--- src/rtl/connect_n_pkg.sv ---
// Shared types for the Connect-N cabinet game: FSM states, board cell
// encoding, line-checker scan directions and small helpers.
package connect_n_pkg;

   typedef enum logic [2:0] {IDLE, PLAY, DROP, CHECK, GAME_OVER} state_t;
   typedef enum logic [1:0] {EMPTY = 2'b00, RED = 2'b01, YELLOW = 2'b10} cell_t;
   typedef enum logic [1:0] {DIR_H, DIR_V, DIR_D1, DIR_D2} dir_t;

   function automatic dir_t next_dir(input dir_t d);
      unique case (d)
         DIR_H:   return DIR_V;
         DIR_V:   return DIR_D1;
         DIR_D1:  return DIR_D2;
         default: return DIR_H;
      endcase
   endfunction

   function automatic cell_t other_player(input cell_t p);
      return (p == RED) ? YELLOW : RED;
   endfunction

endpackage

--- src/rtl/connect_n_line_checker.sv ---
// Incremental Connect-N line checker: walks outward from the last placed
// piece one cell per cycle, reading the board through rd_row/rd_col/rd_cell.
module connect_n_line_checker
   import connect_n_pkg::*;
#(
   parameter int ROWS    = 6,
   parameter int COLS    = 7,
   parameter int WIN_LEN = 4
) (
   input  logic       clk,
   input  logic       rst_n,
   input  logic       start,
   input  logic [2:0] row,
   input  logic [2:0] col,
   input  cell_t      player,
   output logic [2:0] rd_row,
   output logic [2:0] rd_col,
   input  cell_t      rd_cell,
   output logic       done,
   output logic       win
);

   logic       busy;
   logic       minus;
   dir_t       dir;
   cell_t      me;
   logic [2:0] r0, c0, r, c;
   logic [3:0] count;
   logic       r_inc, r_dec, c_inc, c_dec, in_bounds, match;

   always_comb begin
      r_inc = 1'b0;
      r_dec = 1'b0;
      c_inc = 1'b0;
      c_dec = 1'b0;
      unique case (dir)
         DIR_H:   begin c_inc = !minus; c_dec = minus; end
         DIR_V:   begin r_inc = !minus; r_dec = minus; end
         DIR_D1:  begin r_inc = !minus; c_inc = !minus; r_dec = minus; c_dec = minus; end
         default: begin r_inc = !minus; c_dec = !minus; r_dec = minus; c_inc = minus; end
      endcase
      // Bounds are tested before stepping so coordinates never leave the board.
      in_bounds = !(r_inc && r == 3'(ROWS - 1)) && !(r_dec && r == 3'd0) &&
                  !(c_inc && c == 3'(COLS - 1)) && !(c_dec && c == 3'd0);
      rd_row = r + {2'b00, r_inc} - {2'b00, r_dec};
      rd_col = c + {2'b00, c_inc} - {2'b00, c_dec};
      match  = busy && in_bounds && (rd_cell == me) && (count < 4'(WIN_LEN));
   end

   always_ff @(posedge clk) begin
      if (!rst_n) begin
         busy  <= 1'b0;
         done  <= 1'b0;
         win   <= 1'b0;
         minus <= 1'b0;
         dir   <= DIR_H;
         me    <= EMPTY;
         r0    <= '0;
         c0    <= '0;
         r     <= '0;
         c     <= '0;
         count <= 4'd1;
      end else begin
         done <= 1'b0;
         if (start) begin
            busy  <= 1'b1;
            win   <= 1'b0;
            minus <= 1'b0;
            dir   <= DIR_H;
            me    <= player;
            r0    <= row;
            c0    <= col;
            r     <= row;
            c     <= col;
            count <= 4'd1;
         end else if (busy) begin
            if (match) begin
               count <= count + 4'd1;
               r     <= rd_row;
               c     <= rd_col;
               if (count + 4'd1 == 4'(WIN_LEN)) begin
                  win  <= 1'b1;
                  done <= 1'b1;
                  busy <= 1'b0;
               end
            end else if (!minus) begin
               minus <= 1'b1;
               r     <= r0;
               c     <= c0;
            end else if (dir == DIR_D2) begin
               done <= 1'b1;
               busy <= 1'b0;
            end else begin
               dir   <= next_dir(dir);
               minus <= 1'b0;
               r     <= r0;
               c     <= c0;
               count <= 4'd1;
            end
         end
      end
   end

endmodule

--- src/rtl/connect_n_game.sv ---
// Connect-N cabinet game top: cursor/drop/check FSM, board and display.
// Define CONNECT_N_UNDO_EN to enable the single-step undo on btn_pulse[0].
module connect_n_game
   import connect_n_pkg::*;
#(
   parameter int COLS       = 7,
   parameter int ROWS       = 6,
   parameter int WIN_LEN    = 4,
   parameter int DROP_DELAY = 2500000
) (
   input  logic        clk,
   input  logic        rst_n,
   input  logic [4:0]  btn_pulse,
   input  logic [15:0] sw,
   output logic [15:0] led,
   output logic [63:0] grid,
   output logic        check_ok,
   output logic [7:0]  score
);

   localparam int DLY_W = (DROP_DELAY > 1) ? $clog2(DROP_DELAY) : 1;

   state_t               state;
   cell_t                player;
   logic [7:0][7:0][1:0] board;
   logic [2:0]           cursor, target, drop_row, low_row, rd_row, rd_col;
   logic [5:0]           move_count;
   logic                 win, draw, invalid, winner_y, chk_start, chk_done, chk_win, col_full;
   logic [DLY_W-1:0]     dly_cnt;
   cell_t                rd_cell;

   logic left, right, sel;
   assign left  = btn_pulse[2];
   assign right = btn_pulse[3];
   assign sel   = btn_pulse[4];

`ifdef CONNECT_N_UNDO_EN
   logic       hist_valid;
   logic [2:0] hist_row, hist_col;
   logic       unused_in;
   assign unused_in = ^{btn_pulse[1], sw[15:1]};
`else
   logic unused_in;
   assign unused_in = ^{btn_pulse[1:0], sw[15:1]};
`endif

   assign col_full = board[3'(ROWS - 1)][cursor] != EMPTY;
   assign rd_cell  = cell_t'(board[rd_row][rd_col]);

   always_comb begin
      low_row = '0;
      for (int unsigned i = 0; i < ROWS; i++)
         if (board[ROWS - 1 - i][cursor] == EMPTY) low_row = 3'(ROWS - 1 - i);
   end

   connect_n_line_checker #(.ROWS(ROWS), .COLS(COLS), .WIN_LEN(WIN_LEN)) u_checker (
      .clk(clk), .rst_n(rst_n), .start(chk_start), .row(target), .col(cursor),
      .player(player), .rd_row(rd_row), .rd_col(rd_col), .rd_cell(rd_cell),
      .done(chk_done), .win(chk_win)
   );

   always_ff @(posedge clk) begin
      if (!rst_n) begin
         state      <= IDLE;
         board      <= '0;
         cursor     <= 3'(COLS / 2);
         player     <= RED;
         move_count <= '0;
         win        <= 1'b0;
         draw       <= 1'b0;
         invalid    <= 1'b0;
         winner_y   <= 1'b0;
         target     <= '0;
         drop_row   <= '0;
         dly_cnt    <= '0;
         chk_start  <= 1'b0;
`ifdef CONNECT_N_UNDO_EN
         hist_valid <= 1'b0;
         hist_row   <= '0;
         hist_col   <= '0;
`endif
      end else begin
         chk_start <= 1'b0;
         unique case (state)
            IDLE: if (sel) begin
               board      <= '0;
               move_count <= '0;
               win        <= 1'b0;
               draw       <= 1'b0;
               invalid    <= 1'b0;
               winner_y   <= 1'b0;
               player     <= sw[0] ? YELLOW : RED;
`ifdef CONNECT_N_UNDO_EN
               hist_valid <= 1'b0;
`endif
               state      <= PLAY;
            end
            PLAY:
`ifdef CONNECT_N_UNDO_EN
               if (btn_pulse[0] && hist_valid) begin
                  board[hist_row][hist_col] <= EMPTY;
                  move_count <= move_count - 6'd1;
                  player     <= other_player(player);
                  hist_valid <= 1'b0;
               end else
`endif
               if (sel) begin
                  if (col_full) invalid <= 1'b1;
                  else begin
                     target   <= low_row;
                     drop_row <= 3'(ROWS - 1);
                     dly_cnt  <= '0;
                     invalid  <= 1'b0;
                     state    <= DROP;
                  end
               end else if (left && !right && cursor != 3'd0) begin
                  cursor  <= cursor - 3'd1;
                  invalid <= 1'b0;
               end else if (right && !left && cursor != 3'(COLS - 1)) begin
                  cursor  <= cursor + 3'd1;
                  invalid <= 1'b0;
               end
            DROP:
               if (dly_cnt == DLY_W'(DROP_DELAY - 1)) begin
                  dly_cnt <= '0;
                  if (drop_row != target) drop_row <= drop_row - 3'd1;
                  else begin
                     board[target][cursor] <= player;
                     move_count <= move_count + 6'd1;
                     chk_start  <= 1'b1;
`ifdef CONNECT_N_UNDO_EN
                     hist_valid <= 1'b1;
                     hist_row   <= target;
                     hist_col   <= cursor;
`endif
                     state      <= CHECK;
                  end
               end else dly_cnt <= dly_cnt + 1'b1;
            CHECK:
               if (chk_done) begin
                  if (chk_win) begin
                     win      <= 1'b1;
                     winner_y <= (player == YELLOW);
                     state    <= GAME_OVER;
                  end else if (move_count == 6'(ROWS * COLS)) begin
                     draw  <= 1'b1;
                     state <= GAME_OVER;
                  end else begin
                     player <= other_player(player);
                     state  <= PLAY;
                  end
               end
            GAME_OVER: if (sel) state <= IDLE;
            default: state <= IDLE;
         endcase
      end
   end

   assign led      = {state == GAME_OVER, winner_y, draw, move_count, cursor, invalid, win, player};
   assign check_ok = win;
   assign score    = {2'b00, move_count};

   // Board row r is shown upside down so row 0 (bottom) lands on grid row 7.
   always_comb begin
      grid = '0;
      for (int unsigned r = 0; r < ROWS; r++)
         for (int unsigned c = 0; c < COLS; c++)
            grid[(7 - r) * 8 + c] = board[r][c] != EMPTY;
      if (state == DROP) grid[{3'd7 - drop_row, cursor}] = 1'b1;
      if (state == PLAY) grid[{3'd0, cursor}] = 1'b1;
   end

endmodule

--- config.mk ---
export PLATFORM = sky130hd
export DESIGN_NAME = connect_n_game
export DESIGN_NICKNAME = d
export VERILOG_FILES = /design/src/rtl/connect_n_pkg.sv /design/src/rtl/connect_n_line_checker.sv /design/src/rtl/connect_n_game.sv
export SDC_FILE = /design/constraint.sdc
export NUM_CORES = 1
export LEC_CHECK = 0
export ABC_AREA = 1
export CAP_MARGIN = 20
export CORE_ASPECT_RATIO = 2
export CORE_MARGIN = 2
export CORE_UTILIZATION = 55
export CTS_CLUSTER_SIZE = 30
export DETAILED_ROUTE_END_ITERATION = 7
export GPL_TIMING_DRIVEN = 0
export PLACE_DENSITY_LB_ADDON = 0.1
export REMOVE_ABC_BUFFERS = 1
export SLEW_MARGIN = 20
export SYNTH_ARGS = -nofsm -noshare
export SYNTH_HDL_FRONTEND = slang
export SYNTH_HIERARCHICAL = 1
export SYNTH_SLANG_ARGS = --single-unit
--- constraint.sdc ---
create_clock -name clk -period 5.2 [get_ports clk]
set_input_delay 1.56 -clock clk [delete_from_list [all_inputs] [get_ports clk]]
set_output_delay 1.56 -clock clk [all_outputs]
set_load 0.02 [all_outputs]
==> flow_summary_export.csv <==
group,metric,value,unit
cts,cts_buffer_depth,2,
power,p_leak,0.00247,uW
synth,synthTopCellsByArea,"dfxtp_1 31%, nor2_1 13%, nand2_1 10%, nand3_1 7.5%, inv_1 7.2%",
cts,root_buffer,"clkbuf_16",
route,drt_iter0_drc,437,
critical_path,cp_slowest_stage_delay,0.65,ns
route,drc_errors,0,
synth,ys.flop_type,"dfxtp_1",
critical_path,r2r_slack,1.14,ns
sta,relSlewSlack,0.322,
critical_path,path_buf_inv,2,
final_layout,nets,940,
place,port_buffers,91,
power,p_per_area,298,mW/mm^2
critical_path,crit_fanout,28,
grt,grt.busiest_layer,"met2",
die,die_w,73.3,um
critical_path,r2r_start,"u_checker/dir[0]",
critical_path,endpoint_kind,"output pin",
critical_path,path_cells,"nor2_1, nand2_2, inv_2, nand3_1, nor2_1, clkdlybuf4s50_1",
grt,grt_use_met3,0.0524,
grt,gr-usage-met1,0.310,
die,dieArea,0.0104,mm^2
synth,seq_area_frac_synth,0.315,
sta,max_freq,214,MHz
critical_path,path_class,"register to output pin",
critical_path,start_kind,"register",
synth,syn_inst,827,
critical_path,timing.rr.end,"u_checker/busy",
place,gp_congestion,1.00,
cts,h-tree-depth,3,
power,ir_drop,0.000201,V
sta,post-route-period-util,0.897,
sta,drv_slew,0,
sta,setup_tns,0,ns
run_status,status,"finished, final reports clean",
critical_path,cpMostUsedCell,"nor2_1",
final_layout,final_util,0.687,
route,viasPerCell,5.59,
sta,rsz0062_at_grt,"false",
sta,setup_viol,0,
grt,grt_max_degree,38,
critical_path,critPathTopFamily,"simple AND/OR/NAND/NOR gates",
cts,clock_latency,0.35,ns
cts,cts_setup_buffers,0,
synth,yosysUniqueCellTypes,38,
cts,ctsResizeCount,0,
grt,grtUsageTotal,0.318,
critical_path,worstPathRequired,3.64,ns
final_layout,diodes,0,
route,dr.pass1.iters,5,
synth,syn_avg_cell_area,6.38,um^2
route,ant_nets,0,
synth,synth_edf_count,0,
sta,period_minus_slack,4.66,ns
cts,cts_buffers,9,
synth,yosys_warnings,6,
critical_path,crit_path_top_delay_cell,"clkdlybuf4s50_1",
cts,cts.sinks,83,
synth,ys_ff_latch,83,
final_layout,fillers,879,
grt,antenna_found_initial,0,
cts,clk_pin_slew,0.06,ns
synth,ys_async_sr_fraction,0,
place,place_hpwl,12500,um
min_path,worstHoldStart,"u_checker/win",
synth,synth_top_area_frac,0.315,
min_path,whs_endpoint,"u_checker/win",
route,routed_wl,16500,um
die,start_util,0.566,
grt,grt.met2_usage,0.595,
critical_path,cp.arrival,3.10,ns
grt,overflow,0,
cts,cts_tree,"done",
grt,grt_pass1_wl,25500,um
final_layout,area_growth,21.4,%
die,rows,50,
route,wire_per_inst,16.3,um
grt,grt_pass1_vias,5451,
final_layout,layout.cells.non_filler,1009,
critical_path,reg2regPathDepth,19,
route,dr_total_vias,5643,
synth,synth_area_leader_cell,"dfxtp_1",
sta,clock_skew,0.00660,ns
sta,whs,0.461,ns
final_layout,layout-drive-gt1-share,0.0464,
cts,ctsHoldBuffers,0,
sta,timing_hold_violations_final,0,
die,ios,112,
synth,syn_area,0.00528,mm^2
place,placed_cells,994,
min_path,worstHoldPathCells,2,
run,cap_violations,0,
min_path,hp-class,"register to register",
die,die_h,143,um
sta,tightest_slew,1.01,ns
die,core-area,0.00932,mm^2
[tightest hold or removal path, delay by kind of cell (launching register included)]
family	cells	cell delay, ns
compound gates	1	0.05
buf+inv	1	0.05
flops	1	0.31
[cell usage after synthesis, drive strengths merged (4+ instances only)]
master / n
clkbuf: 10
o22ai: 4
dfxtp: 83
nand3: 83
a21oi: 53
inv: 108
o21ai: 31
nor3: 19
xor2: 14
nand4: 26
nand2: 152
buf: 23
xnor2: 6
nor2: 184
ha: 13
[layout make-up]
cell class,count,area (um^2),area share
inverters,110,413,0.0645
clock inverters,2,35.0,0.00547
flip-flops and latches,83,1660,0.259
multi-input cells,606,2990,0.467
clock buffers,13,260,0.0406
repair buffers,91,911,0.142
well taps,104,130,0.0203
[through the flow]
| step | power, uW | cell area [um^2] | worst slack, ns |
|---|---|---|---|
| after floorplan | 1080 | 5070 | 1.89 |
| after global placement | 1250 | 6110 | 1.06 |
| after detailed placement | 1270 | 6110 | 0.980 |
| after CTS | 1900 | 6400 | 0.615 |
| after global routing | 1990 | 6400 | 0.424 |
| final | 1910 | 6400 | 0.535 |
[state kept, by name (all words and copies together) (netlist names), 4 cells and up]
register         count
board               16
dly_cnt             22
move_count           6
u_checker/count      4
[layout by cell type, fill, tap and decap left out, types with 3 or more instances in the layout]
cell type        instances
a21oi_1                 53
clkbuf_16                9
clkdlybuf4s50_1         91
conb_1                   6
dfxtp_1                 83
fa_1                     3
ha_1                    13
inv_1                  101
inv_2                    7
nand2_1                145
nand2_2                  6
nand3_1                 79
nand3_2                  3
nand4_1                 26
nor2_1                 176
nor2_2                   5
nor2_4                   3
nor3_1                  18
o211ai_1                 3
o21ai_0                 29
o22ai_1                  4
xnor2_1                  6
xor2_1                  14
[layer usage]
metal,part of all wire,up-vias
met5,0,-
met4,0.057,0
met1,0.35,2633
met2,0.55,178
met3,0.039,58
li1,-,2774
[how the worst max path moves through the flow]
stage | from | to | slack [ns] | cells past startpoint
final | state[0] | grid[53] | 0.54 | 6
after global routing | state[0] | grid[52] | 0.42 | 6
after CTS | state[0] | grid[53] | 0.62 | 6
after detailed placement | state[0] | grid[53] | 0.98 | 6
after global placement | state[0] | grid[48] | 1.06 | 6
after floorplan | u_checker/dir[0] | u_checker/c[1] | 1.89 | 19
[cells by family after synthesis]
kind of cell | share of synthesized area
AO/OA/AOI/OAI | 0.0991
XOR/XNOR | 0.0332
adder cells (fa/ha/maj) | 0.0422
buffers and inverters | 0.121
flip-flops | 0.315
other | 0.000711
AND/OR/NAND/NOR | 0.389
[where the power goes]
group          internal [uW]  total, uW  switching (uW)
registers                664        719            55.3
clock network            395        641             246
logic                    157        549             392
Power figures use the tool's default switching activity.
